### config.mk
export PLATFORM = sky130hd
export DESIGN_NAME = acc_core_seq_flat
export DESIGN_NICKNAME = d
export VERILOG_FILES = /design/src/rtl/acc_core_pkg.sv /design/src/rtl/acc_core_seq_if.sv /design/src/rtl/acc_core_seq_alu.sv /design/src/rtl/acc_core_seq.sv /design/src/flat_wrapper.sv
export SDC_FILE = /design/constraint.sdc
export NUM_CORES = 1
export LEC_CHECK = 0
export ABC_AREA = 1
export CAP_MARGIN = 0
export CORE_ASPECT_RATIO = 0.7
export CORE_MARGIN = 1.5
export CORE_UTILIZATION = 45
export DETAILED_ROUTE_END_ITERATION = 10
export SYNTH_ARGS = -nofsm -noshare
export SYNTH_HDL_FRONTEND = slang
export SYNTH_SLANG_ARGS = --single-unit
### constraint.sdc
create_clock -name clk -period 7.3 [get_ports clk]
set_input_delay 1.095 -clock clk [delete_from_list [all_inputs] [get_ports clk]]
set_output_delay 1.095 -clock clk [all_outputs]
set_load 0.05 [all_outputs]
### src/rtl/acc_core_pkg.sv
// acc_core_pkg: shared types for the accumulator core
// opcodes, run states and the ALU result bundle
package acc_core_pkg;

  localparam int INSTR_W = 9;
  localparam int IMM_W   = 8;
  localparam int MAX_DW  = 64;

  typedef enum logic [3:0] {
    OP_HALT = 4'h0,
    OP_MOV  = 4'h1,
    OP_LDR  = 4'h2,
    OP_ADD  = 4'h3,
    OP_ADC  = 4'h4,
    OP_SUB  = 4'h5,
    OP_AND  = 4'h6,
    OP_OR   = 4'h7,
    OP_XOR  = 4'h8,
    OP_SHL  = 4'h9,
    OP_SHR  = 4'hA,
    OP_LD   = 4'hB,
    OP_ST   = 4'hC,
    OP_BNZ  = 4'hD,
    OP_JMP  = 4'hE,
    OP_CLC  = 4'hF
  } op_t;

  typedef enum logic [1:0] {
    S_IDLE,
    S_RUN,
    S_DONE
  } state_t;

  // result is zero-extended from DW so one type serves every width
  typedef struct packed {
    logic [MAX_DW-1:0] result;
    logic              carry;
  } alu_res_t;

endpackage

### src/rtl/acc_core_seq_if.sv
// acc_core_seq_if: run handshake plus instruction/data memory bus
// master is the core side, slave the host/memory side
interface acc_core_seq_if
  import acc_core_pkg::*;
#(
  parameter int DW       = 8,
  parameter int PC_WIDTH = 12,
  parameter int CW       = 16
) ();

  logic                req;
  logic                done;
  logic                timeout;
  logic [PC_WIDTH-1:0] imem_addr;
  logic [INSTR_W-1:0]  imem_data;
  logic [DW-1:0]       dmem_addr;
  logic [DW-1:0]       dmem_wdata;
  logic                dmem_we;
  logic [DW-1:0]       dmem_rdata;
  logic [CW-1:0]       instr_count;

  modport master (
    input  req, imem_data, dmem_rdata,
    output done, timeout, imem_addr,
    output dmem_addr, dmem_wdata, dmem_we,
    output instr_count
  );

  modport slave (
    output req, imem_data, dmem_rdata,
    input  done, timeout, imem_addr,
    input  dmem_addr, dmem_wdata, dmem_we,
    input  instr_count
  );

endinterface

### src/rtl/acc_core_seq_alu.sv
// acc_alu: combinational ALU for the accumulator core
// carry passes through unchanged for ops that do not touch it
module acc_alu
  import acc_core_pkg::*;
#(
  parameter int DW = 8
) (
  input  op_t           i_op,
  input  logic [DW-1:0] i_acc,
  input  logic [DW-1:0] i_opnd,
  input  logic          i_cin,
  output alu_res_t      o_res,
  output logic          o_wr_acc
);

  logic [DW:0]   w_sum;
  logic [DW-1:0] w_val;

  always_comb begin
    w_sum       = '0;
    w_val       = '0;
    o_res.carry = i_cin;
    o_wr_acc    = 1'b1;
    unique case (1'b1)
      (i_op == OP_LDR): w_val = i_opnd;
      (i_op == OP_ADD): begin
        w_sum       = {1'b0, i_acc} + {1'b0, i_opnd};
        w_val       = w_sum[DW-1:0];
        o_res.carry = w_sum[DW];
      end
      (i_op == OP_ADC): begin
        w_sum       = {1'b0, i_acc} + {1'b0, i_opnd}
                    + {{DW{1'b0}}, i_cin};
        w_val       = w_sum[DW-1:0];
        o_res.carry = w_sum[DW];
      end
      (i_op == OP_SUB): begin
        w_val       = i_acc - i_opnd;
        o_res.carry = (i_acc >= i_opnd);
      end
      (i_op == OP_AND): w_val = i_acc & i_opnd;
      (i_op == OP_OR):  w_val = i_acc | i_opnd;
      (i_op == OP_XOR): w_val = i_acc ^ i_opnd;
      (i_op == OP_SHL): {o_res.carry, w_val} = {i_acc, i_cin};
      (i_op == OP_SHR): {w_val, o_res.carry} = {i_cin, i_acc};
      (i_op == OP_CLC): begin
        o_res.carry = 1'b0;
        o_wr_acc    = 1'b0;
      end
      default: o_wr_acc = 1'b0;
    endcase
    o_res.result = MAX_DW'(w_val);
  end

endmodule

### src/rtl/acc_core_seq.sv
// acc_core_seq: single-cycle accumulator core with run FSM,
// flags, saturating instruction counter and watchdog
module acc_core_seq
  import acc_core_pkg::*;
#(
  parameter int DW         = 8,
  parameter int NREG       = 16,
  parameter int PC_WIDTH   = 12,
  parameter int CW         = 16,
  parameter int MAX_CYCLES = 0
) (
  input  logic           clk,
  input  logic           reset,
  acc_core_seq_if.master bus
);

  localparam int RW = $clog2(NREG);

  state_t              r_state, w_state_nxt;
  logic [PC_WIDTH-1:0] r_pc, w_pc_nxt, w_off;
  logic [DW-1:0]       r_regs [NREG];
  logic                r_c, r_z, r_timeout;
  logic [CW-1:0]       r_cnt, w_cnt_inc;
  logic [INSTR_W-1:0]  w_instr;
  logic                w_ldi, w_halt, w_wdog;
  logic                w_taken, w_run;
  op_t                 w_op;
  logic [RW-1:0]       w_ridx;
  logic [DW-1:0]       w_opnd;
  alu_res_t            w_alu;
  logic                w_alu_wr, w_alu_z;

  assign w_instr   = bus.imem_data;
  assign w_ldi     = w_instr[INSTR_W-1];
  assign w_op      = op_t'(w_instr[7:4]);
  assign w_ridx    = w_instr[RW-1:0];
  assign w_opnd    = r_regs[w_ridx];
  assign w_run     = (r_state == S_RUN);
  assign w_halt    = !w_ldi && (w_op == OP_HALT);
  assign w_cnt_inc = (&r_cnt) ? r_cnt : r_cnt + CW'(1);
  assign w_wdog    = (MAX_CYCLES != 0)
                  && (w_cnt_inc == CW'(MAX_CYCLES));
  assign w_alu_z   = (w_alu.result == '0);

  generate
    if (PC_WIDTH <= DW) begin : g_trunc
      assign w_off = w_opnd[PC_WIDTH-1:0];
    end else begin : g_sext
      assign w_off = {{(PC_WIDTH-DW){w_opnd[DW-1]}}, w_opnd};
    end
  endgenerate

  assign w_taken  = !w_ldi && ((w_op == OP_JMP)
                 || ((w_op == OP_BNZ) && !r_z));
  assign w_pc_nxt = w_taken ? r_pc + w_off
                            : r_pc + PC_WIDTH'(1);

  acc_alu #(.DW(DW)) u_alu (
    .i_op     (w_op),
    .i_acc    (r_regs[0]),
    .i_opnd   (w_opnd),
    .i_cin    (r_c),
    .o_res    (w_alu),
    .o_wr_acc (w_alu_wr)
  );

  always_ff @(posedge clk or negedge reset) begin
    if (!reset) r_state <= S_IDLE;
    else        r_state <= w_state_nxt;
  end

  always_comb begin
    w_state_nxt = r_state;
    unique case (r_state)
      S_IDLE: if (bus.req) w_state_nxt = S_RUN;
      S_RUN:  if (w_halt || w_wdog) w_state_nxt = S_DONE;
      S_DONE: if (!bus.req) w_state_nxt = S_IDLE;
      default: w_state_nxt = S_IDLE;
    endcase
  end

  always_ff @(posedge clk or negedge reset) begin
    if (!reset) begin
      r_pc      <= '0;
      r_cnt     <= '0;
      r_c       <= 1'b0;
      r_z       <= 1'b0;
      r_timeout <= 1'b0;
      for (int i = 0; i < NREG; i++) r_regs[i] <= '0;
    end else if (w_run) begin
      r_pc      <= w_pc_nxt;
      r_cnt     <= w_cnt_inc;
      // HALT in the watchdog's final cycle is a clean finish
      r_timeout <= w_wdog && !w_halt;
      if (w_ldi) begin
        r_regs[0] <= DW'(w_instr[IMM_W-1:0]);
        r_z       <= (w_instr[IMM_W-1:0] == '0);
      end else if (w_op == OP_LD) begin
        r_regs[0] <= bus.dmem_rdata;
        r_z       <= (bus.dmem_rdata == '0);
      end else begin
        r_c <= w_alu.carry;
        if (w_alu_wr) begin
          r_regs[0] <= w_alu.result[DW-1:0];
          r_z       <= w_alu_z;
        end
        if (w_op == OP_MOV) r_regs[w_ridx] <= r_regs[0];
      end
    end else if ((r_state == S_IDLE) && bus.req) begin
      r_pc      <= '0;
      r_cnt     <= '0;
      r_timeout <= 1'b0;
    end
  end

  assign bus.done        = (r_state == S_DONE);
  assign bus.timeout     = r_timeout;
  assign bus.imem_addr   = r_pc;
  assign bus.dmem_addr   = w_opnd;
  assign bus.dmem_wdata  = r_regs[0];
  assign bus.dmem_we     = w_run && !w_ldi && (w_op == OP_ST);
  assign bus.instr_count = r_cnt;

endmodule

### src/flat_wrapper.sv
// flat-port wrapper written by rule: the top's interface ports become plain ports
module acc_core_seq_flat import acc_core_pkg::*;
#(
  parameter int DW         = 8,
  parameter int NREG       = 16,
  parameter int PC_WIDTH   = 12,
  parameter int CW         = 16,
  parameter int MAX_CYCLES = 0
)
  (clk, reset, bus_req, bus_imem_data, bus_dmem_rdata, bus_done, bus_timeout, bus_imem_addr, bus_dmem_addr, bus_dmem_wdata, bus_dmem_we, bus_instr_count);
  acc_core_seq_if #(.DW(DW), .PC_WIDTH(PC_WIDTH), .CW(CW)) bus_i ();
  input  logic clk;
  input  logic reset;
  input wire logic [$bits(bus_i.req)-1:0] bus_req;
  input wire logic [$bits(bus_i.imem_data)-1:0] bus_imem_data;
  input wire logic [$bits(bus_i.dmem_rdata)-1:0] bus_dmem_rdata;
  output wire logic [$bits(bus_i.done)-1:0] bus_done;
  output wire logic [$bits(bus_i.timeout)-1:0] bus_timeout;
  output wire logic [$bits(bus_i.imem_addr)-1:0] bus_imem_addr;
  output wire logic [$bits(bus_i.dmem_addr)-1:0] bus_dmem_addr;
  output wire logic [$bits(bus_i.dmem_wdata)-1:0] bus_dmem_wdata;
  output wire logic [$bits(bus_i.dmem_we)-1:0] bus_dmem_we;
  output wire logic [$bits(bus_i.instr_count)-1:0] bus_instr_count;
  assign bus_i.req = bus_req;
  assign bus_i.imem_data = bus_imem_data;
  assign bus_i.dmem_rdata = bus_dmem_rdata;
  assign bus_done = bus_i.done;
  assign bus_timeout = bus_i.timeout;
  assign bus_imem_addr = bus_i.imem_addr;
  assign bus_dmem_addr = bus_i.dmem_addr;
  assign bus_dmem_wdata = bus_i.dmem_wdata;
  assign bus_dmem_we = bus_i.dmem_we;
  assign bus_instr_count = bus_i.instr_count;
  acc_core_seq #(.DW(DW), .NREG(NREG), .PC_WIDTH(PC_WIDTH), .CW(CW), .MAX_CYCLES(MAX_CYCLES)) u_core (.clk(clk), .reset(reset), .bus(bus_i));
endmodule
-- After elaboration in Yosys (flattened, before gate mapping)
Cells that the tools add are included.
- logic and storage cells: 114
- output and inout bits: 47
- input bits: 20
- flip-flop bits (word level): 161
- equality and inequality tests: 21
- magnitude comparators: 3
- reduce and logical (&&, ||, !) cells: 25
- muxes and demuxes: 31
- $add $sub $neg: 6
- bitwise logic cells: 6
- operators with widths (kind ; number):
    $bwmux 128 ; 1
    $mux 128 ; 1
    $mux 8 ; 9
    $pmux 8 s9 ; 1
    $logic_not 64->1 ; 1
    $mux 16 ; 3
    $mux 12 ; 3
    $bmux 8 s4 ; 1
    $demux 8 s4 ; 1
    $eq 4x4->1 const B ; 8
    $add 16x1->16 const B ; 1
    $eq 4x3->1 const B ; 4
    $logic_not 8->1 ; 2
    $reduce_and 16->1 ; 1
    $add 12x1->12 const B ; 1
    $add 12x12->12 ; 1
    $add 8x8->9 ; 1
    $add 9x1->9 ; 1
    $reduce_or 9->1 ; 1
    $and 8x8->8 ; 1
    $eq 4x2->1 const B ; 2
    $ge 8x8->1 ; 1
    $or 8x8->8 ; 1
    $reduce_and 4->1 ; 2
    25 further kinds ; 43

-- Logic depth before layout (Yosys ltp)
Gate-level depths: netlist of the first run.
- depth in word-level cells: 15
- mapped depth: 29
- gate-level depth less buffers: 27

-- Cells and area by module
From an unflattened synthesis of the first run, not the netlist that was laid out.
- cells, all modules: 1325
- area total of the unflattened synthesis: 10242.3 um^2
- modules (own cells, without submodules) (module ; cells each ; seq. area each (um^2) ; area an instance (um^2) ; instances):
    acc_core_seq ; 994 ; 4003.8 ; 8165.3 ; 1
    acc_alu ; 331 ; 0.0 ; 2077.0 ; 1

-- Worst setup path before layout of the first run
No wires, ideal clock.
- path kind: input-to-reg
- from: input port bus_imem_data[0]
- to: register u_core.r_regs (netlist bit u_core.bus.dmem_wdata[4])
- stages: 24
- buffers on the path: 2
- setup time: 0.143 ns
- required time: 7.157 ns
- arrival: 4.088 ns
- setup slack: 3.069 ns
- cell sequence: buf_4 nand2_2 inv_2 buf_2 nand2_1 nand3_1 nand2_1 nand2_1 inv_1 nand2_1 ha_1 fa_1 ha_1 inv_1 nor2_1 nand3_1 nor2_1 inv_1 nand2_1 nand3_1 o21ai_0 nand3_1 nand2_1 o21ai_0
- longest elaborated chain between the ends: 15
- elaborated cells between the ends (all ways): 24
- classes of those cells: add/sub: 3; order compare: 2; mux: 14; bitwise: 4; reduce/logical: 1
- RTL lines (what ; RTL line ; RTL):
    start: declaration ; flat_wrapper.sv:15 ; input wire logic [$bits(bus_i.imem_data)-1:0] bus_imem_data;
    $not 4->5 (implied by the code) (*) ; acc_core_seq.sv:37 ; assign w_opnd = r_regs[w_ridx];
    $bmux 8 s4 (*) ; acc_core_seq.sv:37 ;
    $mux 8 (implied by the code) (*) (2 in series) ; acc_core_seq.sv:37 ;
    named net bus_dmem_addr[0] ; flat_wrapper.sv:20 ; output wire logic [$bits(bus_i.dmem_addr)-1:0] bus_dmem_addr;
    $add 8x8->9 ; acc_core_seq_alu.sv:27, acc_core_seq_alu.sv:32 ;
    $add 9x1->9 ; acc_core_seq_alu.sv:33 ; + {{DW{1'b0}}, i_cin};
    $pmux 8 s9 (*) ; acc_core_seq_alu.sv:24 ; unique case (1'b1)
    $mux 8 (*) ; acc_core_seq.sv:103 ; if (w_alu_wr) begin
    $mux 8 (*) ; acc_core_seq.sv:98 ; end else if (w_op == OP_LD) begin
    $mux 8 (*) ; acc_core_seq.sv:95 ; if (w_ldi) begin
    $mux 8 (*) ; acc_core_seq.sv:90 ; end else if (w_run) begin
    $bwmux 128 ; acc_core_seq.sv:107 ; if (w_op == OP_MOV) r_regs[w_ridx] <= r_regs[0];
    $mux 128 (*) ; acc_core_seq.sv:107 ;
    $mux 8 (*) ; acc_core_seq.sv:98 ;
    $mux 8 (*) ; acc_core_seq.sv:95 ;
    end signal: indexed assignment ; acc_core_seq.sv:107 ;
    end: declaration ; acc_core_seq.sv:21 ; logic [DW-1:0] r_regs [NREG];
The timed path passes the listed nets; every way through them passes the cells marked *. The select of a mux whose other input is x is not followed.
A chain may end at the register's enable or synchronous reset.

-- Worst setup path in the final report of the first run
- from: input port bus_imem_data[1]
- to: output port bus_dmem_addr[3]
- longest elaborated chain between the ends: 4
- RTL lines (what ; RTL line):
    $not 4->5 (implied by the code) ; acc_core_seq.sv:37
    $bmux 8 s4 ; acc_core_seq.sv:37
    $mux 8 (implied by the code) (2 in series) ; acc_core_seq.sv:37
    end: declaration ; flat_wrapper.sv:20
No other way between the ends. The select of a mux whose other input is x is not followed.

==> flow_summary.html, run 1 <==
<table>
<tr><th>Metric</th><th>Value</th></tr>
<tr><th colspan="2">Global route</th></tr>
<tr><td>Global-route wire length before repair</td><td>51600 um</td></tr>
<tr><td>Antenna violations before repair</td><td>0</td></tr>
<tr><td>Vias in the first global route</td><td>a little under 9000</td></tr>
<tr><td>GRT Overall Usage</td><td>~30%</td></tr>
<tr><td>Residual overflow from global routing</td><td>0</td></tr>
<tr><td>Maximum number of pins on one net before global-route repair</td><td>67</td></tr>
<tr><th colspan="2">Yosys</th></tr>
<tr><td>Post-Syn Instances</td><td>1394</td></tr>
<tr><td>Synthesized area per cell</td><td>about 7 sq um</td></tr>
<tr><td>Synth warnings</td><td>0</td></tr>
<tr><td>Number of nets produced by synthesis</td><td>1457</td></tr>
<tr><td>Register bit total from synthesis</td><td>160</td></tr>
<tr><td>Combined area of all synthesized cells</td><td>around 10000 sq um</td></tr>
<tr><td>Library cells used by synthesis</td><td>49</td></tr>
<tr><td>Share of the yosys chip area belonging to registers</td><td>roughly two fifths</td></tr>
<tr><th colspan="2">Die</th></tr>
<tr><td>Floorplan die height</td><td>127 um</td></tr>
<tr><td>Standard-cell row count</td><td>45</td></tr>
<tr><td>Core area</td><td>approximately 22000 sq um</td></tr>
<tr><td>Number of I/O pins</td><td>67</td></tr>
<tr><td>Die width</td><td>180 um</td></tr>
<tr><td>Area of the die</td><td>approximately 23000 sq um</td></tr>
<tr><td>Effective utilization at floorplan</td><td>a little under half</td></tr>
<tr><th colspan="2">Timing</th></tr>
<tr><td>Worst-case setup margin in the final layout</td><td>1.41 ns</td></tr>
<tr><td>Setup-violating endpoint count in the final report</td><td>0</td></tr>
<tr><td>Clock period minus worst slack</td><td>around 6 ns</td></tr>
<tr><td>Setup TNS Final</td><td>0 ns</td></tr>
<tr><td>Tightest slew margin relative to the limit</td><td>approximately 32%</td></tr>
<tr><td>Total count of hold-check failures in the final report</td><td>0</td></tr>
<tr><td>Setup repair after global routing missed its margin</td><td>no</td></tr>
<tr><td>Actual transition at the worst max-transition pin</td><td>1.02 ns</td></tr>
<tr><td>Final Max Slew Viols</td><td>0</td></tr>
<tr><td>Maximum operating frequency</td><td>~0.17 GHz</td></tr>
<tr><td>Final period util</td><td>80.7%</td></tr>
<tr><td>Worst Skew</td><td>around 0.011 ns</td></tr>
<tr><th colspan="2">Worst hold path</th></tr>
<tr><td>Number of instances on the worst hold path</td><td>2</td></tr>
<tr><td>Type of the most critical hold path</td><td>flip-flop to flip-flop</td></tr>
<tr><th colspan="2">Power</th></tr>
<tr><td>Comb pwr share</td><td>41.3%</td></tr>
<tr><td>P_int</td><td>around 0.0019 W</td></tr>
<tr><td>Power density of the placed cells</td><td>320 nW/um^2</td></tr>
<tr><td>Switching power of the nets</td><td>approximately 0.0016 W</td></tr>
<tr><td>Static leakage</td><td>5.27 nW</td></tr>
<tr><td>Largest voltage drop on the vdd net</td><td>between 200 and 300 uV</td></tr>
<tr><td>Sequential share of power</td><td>between 30 and 40%</td></tr>
<tr><td>Fraction of power spent switching nets</td><td>between 40% and 50%</td></tr>
<tr><td>Share of power burned in the clock network</td><td>between 20% and 30%</td></tr>
<tr><th colspan="2">Critical path</th></tr>
<tr><td>Critical path arrival</td><td>approximately 4.8 ns</td></tr>
<tr><td>CP startpoint kind</td><td>input pin</td></tr>
<tr><td>Critical Path RT</td><td>roughly 6.2 ns</td></tr>
<tr><td>Critical path class</td><td>input pin to output port</td></tr>
<tr><td>Cells on worst reg2reg path</td><td>23</td></tr>
<tr><td>Endpoint class of the critical path</td><td>output port</td></tr>
<tr><td>Max FO, Critical Path</td><td>37</td></tr>
<tr><th colspan="2">Clock network</th></tr>
<tr><td>Count of cells resized by post-cts repair</td><td>0</td></tr>
<tr><td>Clock edge transition at the registers on the reported setup and hold paths</td><td>approximately 0.070 ns</td></tr>
<tr><td>Clock sink total</td><td>160</td></tr>
<tr><td>Clock tree from TritonCTS</td><td>yes</td></tr>
<tr><td>Count of H-tree levels built during CTS</td><td>4</td></tr>
<tr><td>Clock latency on the worst-skew pair</td><td>approximately 0.45 ns</td></tr>
<tr><td>Buffer levels on the longest clock path</td><td>2</td></tr>
<tr><td>Post-cts hold buffer count</td><td>0</td></tr>
<tr><td>TritonCTS buffer count</td><td>17</td></tr>
<tr><td>Buffers inserted during post-CTS setup optimization</td><td>0</td></tr>
<tr><td>Library cell used as clock root buffer</td><td>clkbuf_16</td></tr>
<tr><th colspan="2">Cells and area</th></tr>
<tr><td>Final nets</td><td>between 1000 and 1500</td></tr>
<tr><td>Finished Core Util</td><td>slightly above 50%</td></tr>
<tr><td>Design area</td><td>11200 sq um</td></tr>
<tr><td>Layout-stage area growth over the synthesis result</td><td>13.6%</td></tr>
<tr><td>Ant. Diodes</td><td>0</td></tr>
<tr><td>Ratio of cells with drive above 1 in the final layout</td><td>around 6%</td></tr>
<tr><th colspan="2">Drt</th></tr>
<tr><td>Initial detailed-routing violation count</td><td>1151</td></tr>
<tr><td>Post-Route WL</td><td>around 32000 um</td></tr>
<tr><td>Drt first pass iters</td><td>5</td></tr>
<tr><td>Wire length per cell after detailed routing</td><td>18.9 um</td></tr>
<tr><td>Drt via density</td><td>~5.5</td></tr>
<tr><td>Post-route antenna net violation count</td><td>0</td></tr>
<tr><td>Via Count</td><td>approximately 9500</td></tr>
<tr><td>DRC violation count after routing</td><td>0</td></tr>
<tr><th colspan="2">Place</th></tr>
<tr><td>Final RePlAce weighted congestion</td><td>a little over 0.9</td></tr>
<tr><td>Post-detailed-placement cell area</td><td>10600 sq um</td></tr>
<tr><td>Count of buffers from port buffering</td><td>between 60 and 70</td></tr>
<tr><td>Post-detailed-placement half-perimeter wirelength</td><td>around 23000 um</td></tr>
<tr><td>Pre-CTS WS</td><td>around 1.3 ns</td></tr>
<tr><th colspan="2">Flow run</th></tr>
<tr><td>Max-cap violation count</td><td>0</td></tr>
<tr><th colspan="2">Status</th></tr>
<tr><td>Outcome</td><td>complete, no violations</td></tr>
</table>
[cells in the final DEF (no fill, tap or decap), drive strengths merged, types with 18 or more instances in the layout]
cell / count
nand2: 513
o21ai: 179
dfrtp: 160
inv: 106
nor2: 102
nand3: 88
clkdlybuf4s50: 63
a21oi: 47
ha: 40
nand4: 32
clkbuf: 18
[stage by stage]
stage,std cells,total power (W),hold WS [ns]
after floorplan,1394,0.00212,0.441
after global placement,1685,0.00263,0.466
after detailed placement,1685,0.00263,0.474
after CTS,1717,0.00357,0.490
after global routing,1717,0.00378,0.505
final,1717,0.00358,0.487
[cell type report]
class                      count  area (sq um)
timing repair buffer          77           737
multi-input combinational   1062          5110
inverter                     104           390
sequential                   160          4000
tap                          282           353
fill                        2149         10400
clock buffer                  18           439
clock inverter                14           153
[Yosys cell counts (all sizes together)]
| cell | n | area, sq um |
|---|---|---|
| o22ai | 3 | 18.8 |
| o31ai | 1 | 7.51 |
| nand2 | 513 | 1930 |
| o21bai | 1 | 7.51 |
| xnor2 | 2 | 17.5 |
| o21a | 1 | 7.51 |
| clkbuf | 29 | 109 |
| xor2 | 3 | 26.3 |
| and3 | 1 | 6.26 |
| fa | 3 | 60.1 |
| buf | 39 | 234 |
| ha | 40 | 500 |
| a211oi | 1 | 7.51 |
| conb | 1 | 3.75 |
| or2 | 4 | 25.0 |
| nand3 | 88 | 445 |
| a221oi | 1 | 8.76 |
| a31oi | 7 | 43.8 |
| nor4 | 5 | 37.5 |
| nand4 | 32 | 225 |
| nor3b | 3 | 22.5 |
| o211ai | 7 | 52.6 |
| nor2 | 102 | 400 |
| o221a | 1 | 11.3 |
| nand3b | 2 | 15.0 |
| a32o | 1 | 10.0 |
| inv | 100 | 375 |
| and2 | 1 | 6.26 |
| a21oi | 47 | 235 |
| nor3 | 9 | 50.1 |
| a21o | 1 | 7.51 |
| o2111ai | 2 | 17.5 |
| o21ai | 179 | 900 |
| dfrtp | 160 | 4000 |
| clkinv | 4 | 15.0 |
[sequential cells by signal (all words and copies together), names as in the netlist]
| signal | cells |
|---|---|
| u_core.bus.dmem_wdata | 8 |
| u_core.bus.imem_addr | 12 |
| u_core.bus.instr_count | 16 |
| u_core.r_c | 1 |
| u_core.r_regs | 120 |
| u_core.r_state | 2 |
| u_core.r_z | 1 |
[power by group through the flow]
stage                     Combinational, W  Sequential, W  Clock [W]
after floorplan                   0.000861        0.00126          0
after global placement             0.00145        0.00118          0
after detailed placement           0.00145        0.00118          0
after CTS                          0.00147        0.00116   0.000943
after global routing               0.00162        0.00118   0.000980
final                              0.00148        0.00117   0.000934
[worst paths after layout]
| path | startpoint | endpoint | slack, ns |
|---|---|---|---|
| max reg2reg | u_core.bus.dmem_wdata[0] | u_core.bus.dmem_wdata[6] | 3.42 |
| min in group asynchronous | reset | u_core.bus.instr_count[15] | 0.61 |
| max in group asynchronous | reset | u_core.r_regs[47] | 5.51 |
| min reg2reg | u_core.r_regs[86] | u_core.r_regs[86] | 0.49 |
| min | u_core.r_regs[86] | u_core.r_regs[86] | 0.49 |
| max | bus_imem_data[1] | bus_dmem_addr[3] | 1.41 |
[per-layer routing]
metal  routed length (um)  vias to the layer above  GRT usage, %  part of all wire [%]
li1                     -                     4595             -                     -
met1                16700                     4493          47.8                    51
met2                12700                      371          38.8                    39
met3                 2720                       27          7.03                   8.4
met4                  337                        0          6.37                   1.0
met5                    0                        -             0                     0
[kinds of logic after synthesis]
family,after synthesis,synth area share [%]
compound gates,253,13.6
other cells,1,0.0381
buf+inv,172,7.45
simple gates,760,32.2
xor+xnor,5,0.445
flops,160,40.7
fa+ha+maj,43,5.69
[critical path, stage by stage]
cell	delay [ns]
clkdlybuf4s50_1	0.92
inv_2	0.52
nor2_4	0.64
nand2_1	0.17
nand4_1	0.13
nand2_1	0.06
nand2_1	0.18
nor2_2	0.13
inv_1	0.13
clkdlybuf4s50_1	0.82
Note: power is estimated with default switching activity, not from simulation.
==> run 2, diff against run 1 <==
==> constraint.sdc (replaced) <==
create_clock -name clk -period 5.7 [get_ports clk]
set_input_delay 0.855 -clock clk [delete_from_list [all_inputs] [get_ports clk]]
set_output_delay 0.855 -clock clk [all_outputs]
set_load 0.05 [all_outputs]
==> run 2 against run 1 <==
Sequential cell count stayed put. Total power increased by 28%. Register-to-register slack got worse by 1.4 ns. Wire length shrank 2.1%. Cell count is 0.29% higher. Count of clock-buffer cells in the layout rose by 1. Critical path depth rose by 14. Die area stayed put. Combinational power grew 27%.
==> flow_summary.html, run 2 (synthesized netlist as in run 1, its figures left out) <==
<table>
<tr><th>Metric</th><th>Value</th></tr>
<tr><th colspan="2">Clock network</th></tr>
<tr><td>Buffer levels on the longest clock path</td><td>2</td></tr>
<tr><td>Buffers inserted during post-CTS setup optimization</td><td>0</td></tr>
<tr><td>Post-cts hold buffer count</td><td>0</td></tr>
<tr><td>Clock edge transition at the registers on the reported setup and hold paths</td><td>roughly 0.060 ns</td></tr>
<tr><td>Library cell used as clock root buffer</td><td>clkbuf_16</td></tr>
<tr><td>Count of H-tree levels built during CTS</td><td>4</td></tr>
<tr><td>Clock latency on the worst-skew pair</td><td>approximately 0.45 ns</td></tr>
<tr><td>Count of cells resized by post-cts repair</td><td>0</td></tr>
<tr><td>Clock tree from TritonCTS</td><td>yes</td></tr>
<tr><td>Clock sink total</td><td>160</td></tr>
<tr><td>TritonCTS buffer count</td><td>17</td></tr>
<tr><th colspan="2">Global route</th></tr>
<tr><td>Global-route wire length before repair</td><td>between 40000 and 50000 um</td></tr>
<tr><td>GRT Overall Usage</td><td>between 20% and 30%</td></tr>
<tr><td>Maximum number of pins on one net before global-route repair</td><td>69</td></tr>
<tr><td>Residual overflow from global routing</td><td>0</td></tr>
<tr><td>Antenna violations before repair</td><td>0</td></tr>
<tr><td>Vias in the first global route</td><td>8455</td></tr>
<tr><th colspan="2">Timing</th></tr>
<tr><td>Setup repair after global routing missed its margin</td><td>no</td></tr>
<tr><td>Setup TNS Final</td><td>0 ns</td></tr>
<tr><td>Final Max Slew Viols</td><td>0</td></tr>
<tr><td>Worst Skew</td><td>0.0118 ns</td></tr>
<tr><td>Maximum operating frequency</td><td>~0.21 GHz</td></tr>
<tr><td>Actual transition at the worst max-transition pin</td><td>0.862 ns</td></tr>
<tr><td>Final period util</td><td>82.5%</td></tr>
<tr><td>Total count of hold-check failures in the final report</td><td>0</td></tr>
<tr><td>Clock period minus worst slack</td><td>4.70 ns</td></tr>
<tr><td>Tightest slew margin relative to the limit</td><td>between 40% and 50%</td></tr>
<tr><td>Setup-violating endpoint count in the final report</td><td>0</td></tr>
<tr><td>Worst-case setup margin in the final layout</td><td>between 0.9 and 1 ns</td></tr>
<tr><th colspan="2">Critical path</th></tr>
<tr><td>Max FO, Critical Path</td><td>24</td></tr>
<tr><td>Critical path's most frequent cell</td><td>nand2_1</td></tr>
<tr><td>CP startpoint kind</td><td>input pin</td></tr>
<tr><td>Critical Path RT</td><td>between 6 and 7 ns</td></tr>
<tr><td>Cell-by-cell trace of the critical path</td><td>clkdlybuf4s50_1 -&gt; inv_2 -&gt; nor2_4 -&gt; nand2_1 -&gt; nand3_1 -&gt; nand2_1 -&gt; nand2_1 -&gt; inv_1 -&gt; nand2_1 -&gt; ha_1 -&gt; fa_1 -&gt; inv_1 -&gt; nand2_1 -&gt; nand2_1 -&gt; nor2_1 -&gt; nand3_1 -&gt; nor2_1 -&gt; nand4_1 -&gt; nand2_1 -&gt; nand3_1 -&gt; o21ai_1 -&gt; nand2_1 -&gt; nand2_1 -&gt; nand2_1</td></tr>
<tr><td>Peak per-stage delay on the critical path</td><td>0.67 ns</td></tr>
<tr><td>Critical path class</td><td>input pin to flip-flop</td></tr>
<tr><td>Endpoint class of the critical path</td><td>flip-flop</td></tr>
<tr><td>Slowest stage cell, crit path</td><td>clkdlybuf4s50_1</td></tr>
<tr><td>Critical path arrival</td><td>just over 5 ns</td></tr>
<tr><th colspan="2">Die</th></tr>
<tr><td>Effective utilization at floorplan</td><td>a little under half</td></tr>
<tr><td>Number of I/O pins</td><td>67</td></tr>
<tr><td>Die width</td><td>between 150 and 200 um</td></tr>
<tr><td>Core area</td><td>~22000 sq um</td></tr>
<tr><td>Area of the die</td><td>22800 sq um</td></tr>
<tr><td>Standard-cell row count</td><td>45</td></tr>
<tr><td>Floorplan die height</td><td>about 130 um</td></tr>
<tr><th colspan="2">Cells and area</th></tr>
<tr><td>Most common cell after layout, fill and taps aside</td><td>nand2_1</td></tr>
<tr><td>Area of combinational cells with multiple inputs</td><td>a little over 5000 sq um</td></tr>
<tr><td>Final nets</td><td>roughly 1500</td></tr>
<tr><td>Register area</td><td>around 4000 sq um</td></tr>
<tr><td>Flip-flop count of the largest register, all copies and words added</td><td>120</td></tr>
<tr><td>Layout-stage area growth over the synthesis result</td><td>14.1%</td></tr>
<tr><td>Fill cells</td><td>roughly 2100</td></tr>
<tr><td>Most used cells in the layout excluding fill and tap cells</td><td>nand2_1 (510), dfrtp_1 (160), nor2_1 (97), o21ai_1 (97), nand3_1 (87)</td></tr>
<tr><td>Ratio of cells with drive above 1 in the final layout</td><td>under 10%</td></tr>
<tr><td>Ant. Diodes</td><td>0</td></tr>
<tr><td>Top reg by flops</td><td>u_core.r_regs</td></tr>
<tr><th colspan="2">Drt</th></tr>
<tr><td>Drt via density</td><td>around 5.4</td></tr>
<tr><td>DRC violation count after routing</td><td>0</td></tr>
<tr><td>Post-route antenna net violation count</td><td>0</td></tr>
<tr><td>Wire length per cell after detailed routing</td><td>18.5 um</td></tr>
<tr><td>Post-Route WL</td><td>between 30000 and 40000 um</td></tr>
<tr><td>Via Count</td><td>roughly 9300</td></tr>
<tr><td>Drt first pass iters</td><td>6</td></tr>
<tr><td>Initial detailed-routing violation count</td><td>between 900 and 1000</td></tr>
<tr><th colspan="2">Worst hold path</th></tr>
<tr><td>Type of the most critical hold path</td><td>input pin to asynchronous set/reset pin</td></tr>
<tr><th colspan="2">Place</th></tr>
<tr><td>Pre-CTS WS</td><td>0.683 ns</td></tr>
<tr><td>Final RePlAce weighted congestion</td><td>about 0.94</td></tr>
<tr><td>Post-detailed-placement half-perimeter wirelength</td><td>around 23000 um</td></tr>
<tr><td>Count of buffers from port buffering</td><td>65</td></tr>
<tr><th colspan="2">Status</th></tr>
<tr><td>Outcome</td><td>complete, no violations</td></tr>
<tr><th colspan="2">Power</th></tr>
<tr><td>Power density of the placed cells</td><td>slightly above 400 nW/um^2</td></tr>
<tr><td>Static leakage</td><td>~5.3 nW</td></tr>
<tr><td>Largest voltage drop on the vdd net</td><td>273 uV</td></tr>
<tr><th colspan="2">Flow run</th></tr>
<tr><td>Max-cap violation count</td><td>0</td></tr>
</table>
-- run 2: cell types whose count changed in the layout (fill, tap and decap cells not counted), sizes merged --
cell,delta
clkinv,+2
bufinv,+1
inv,-3
clkbuf,+1
clkinvlp,-1
buf,+5
-- run 2: path summary, 6_finish.rpt --
path,depth (start not counted),end,slack (ns),from
setup / recovery,24,u_core.bus.dmem_wdata[6],1.0,bus_imem_data[1]
hold / removal,1,u_core.bus.instr_count[11],0.34,reset
setup reg to reg,22,u_core.bus.dmem_wdata[6],2.06,u_core.bus.dmem_wdata[0]
hold reg to reg,2,u_core.r_regs[61],0.49,u_core.r_regs[61]
max in group asynchronous,2,u_core.r_regs[89],4.11,reset
min in group clk,2,u_core.r_regs[61],0.49,u_core.r_regs[61]
-- run 2: metal layers --
metal  vias to the layer above  share of wire (%)  GRT usage [%]
met3                        29                8.6           9.53
met1                      4387                 52           45.4
li1                       4620                  -              -
met2                       289                 38           37.0
met4                         0                1.2           6.18
met5                         -                  0              0
-- run 2: stage by stage --
| step | utilization, % | hold WS, ns | cell area [sq um] | power (W) | instances |
|---|---|---|---|---|---|
| floorplan | - | 0.441 | 9850 | 0.00272 | 1394 |
| global placement | 49.3 | 0.466 | 10600 | 0.00336 | 1690 |
| detailed placement | 49.3 | 0.472 | 10600 | 0.00336 | 1690 |
| CTS | 52.1 | 0.363 | 11200 | 0.00457 | 1722 |
| global route | 52.1 | 0.377 | 11200 | 0.00484 | 1722 |
| finish | 52.1 | 0.341 | 11200 | 0.00458 | 1722 |
-- run 2: critical path, delay by kind of cell --
family	cells	cell delay (ns)
fa+ha+maj	2	0.67
compound gates	1	0.19
simple gates	17	2.31
buf+inv	4	1.02
-- run 2: power by group --
group | switching, W | leakage (nW) | internal (W) | total (W)
clock | 0.000501 | 0.295 | 0.000702 | 0.00120
combinational | 0.00134 | 2.82 | 0.000546 | 0.00188
sequential | 0.000206 | 2.19 | 0.00129 | 0.00149
-- run 2: area by class of cell --
| class | count | area share, % |
|---|---|---|
| Multi-Input combinational cell | 1062 | 45.5 |
| Sequential cell | 160 | 35.6 |
| Timing Repair Buffer | 82 | 6.89 |
| Clock buffer | 19 | 3.94 |
| Inverter | 104 | 3.48 |
| Tap cell | 282 | 3.14 |
| Clock inverter | 13 | 1.41 |
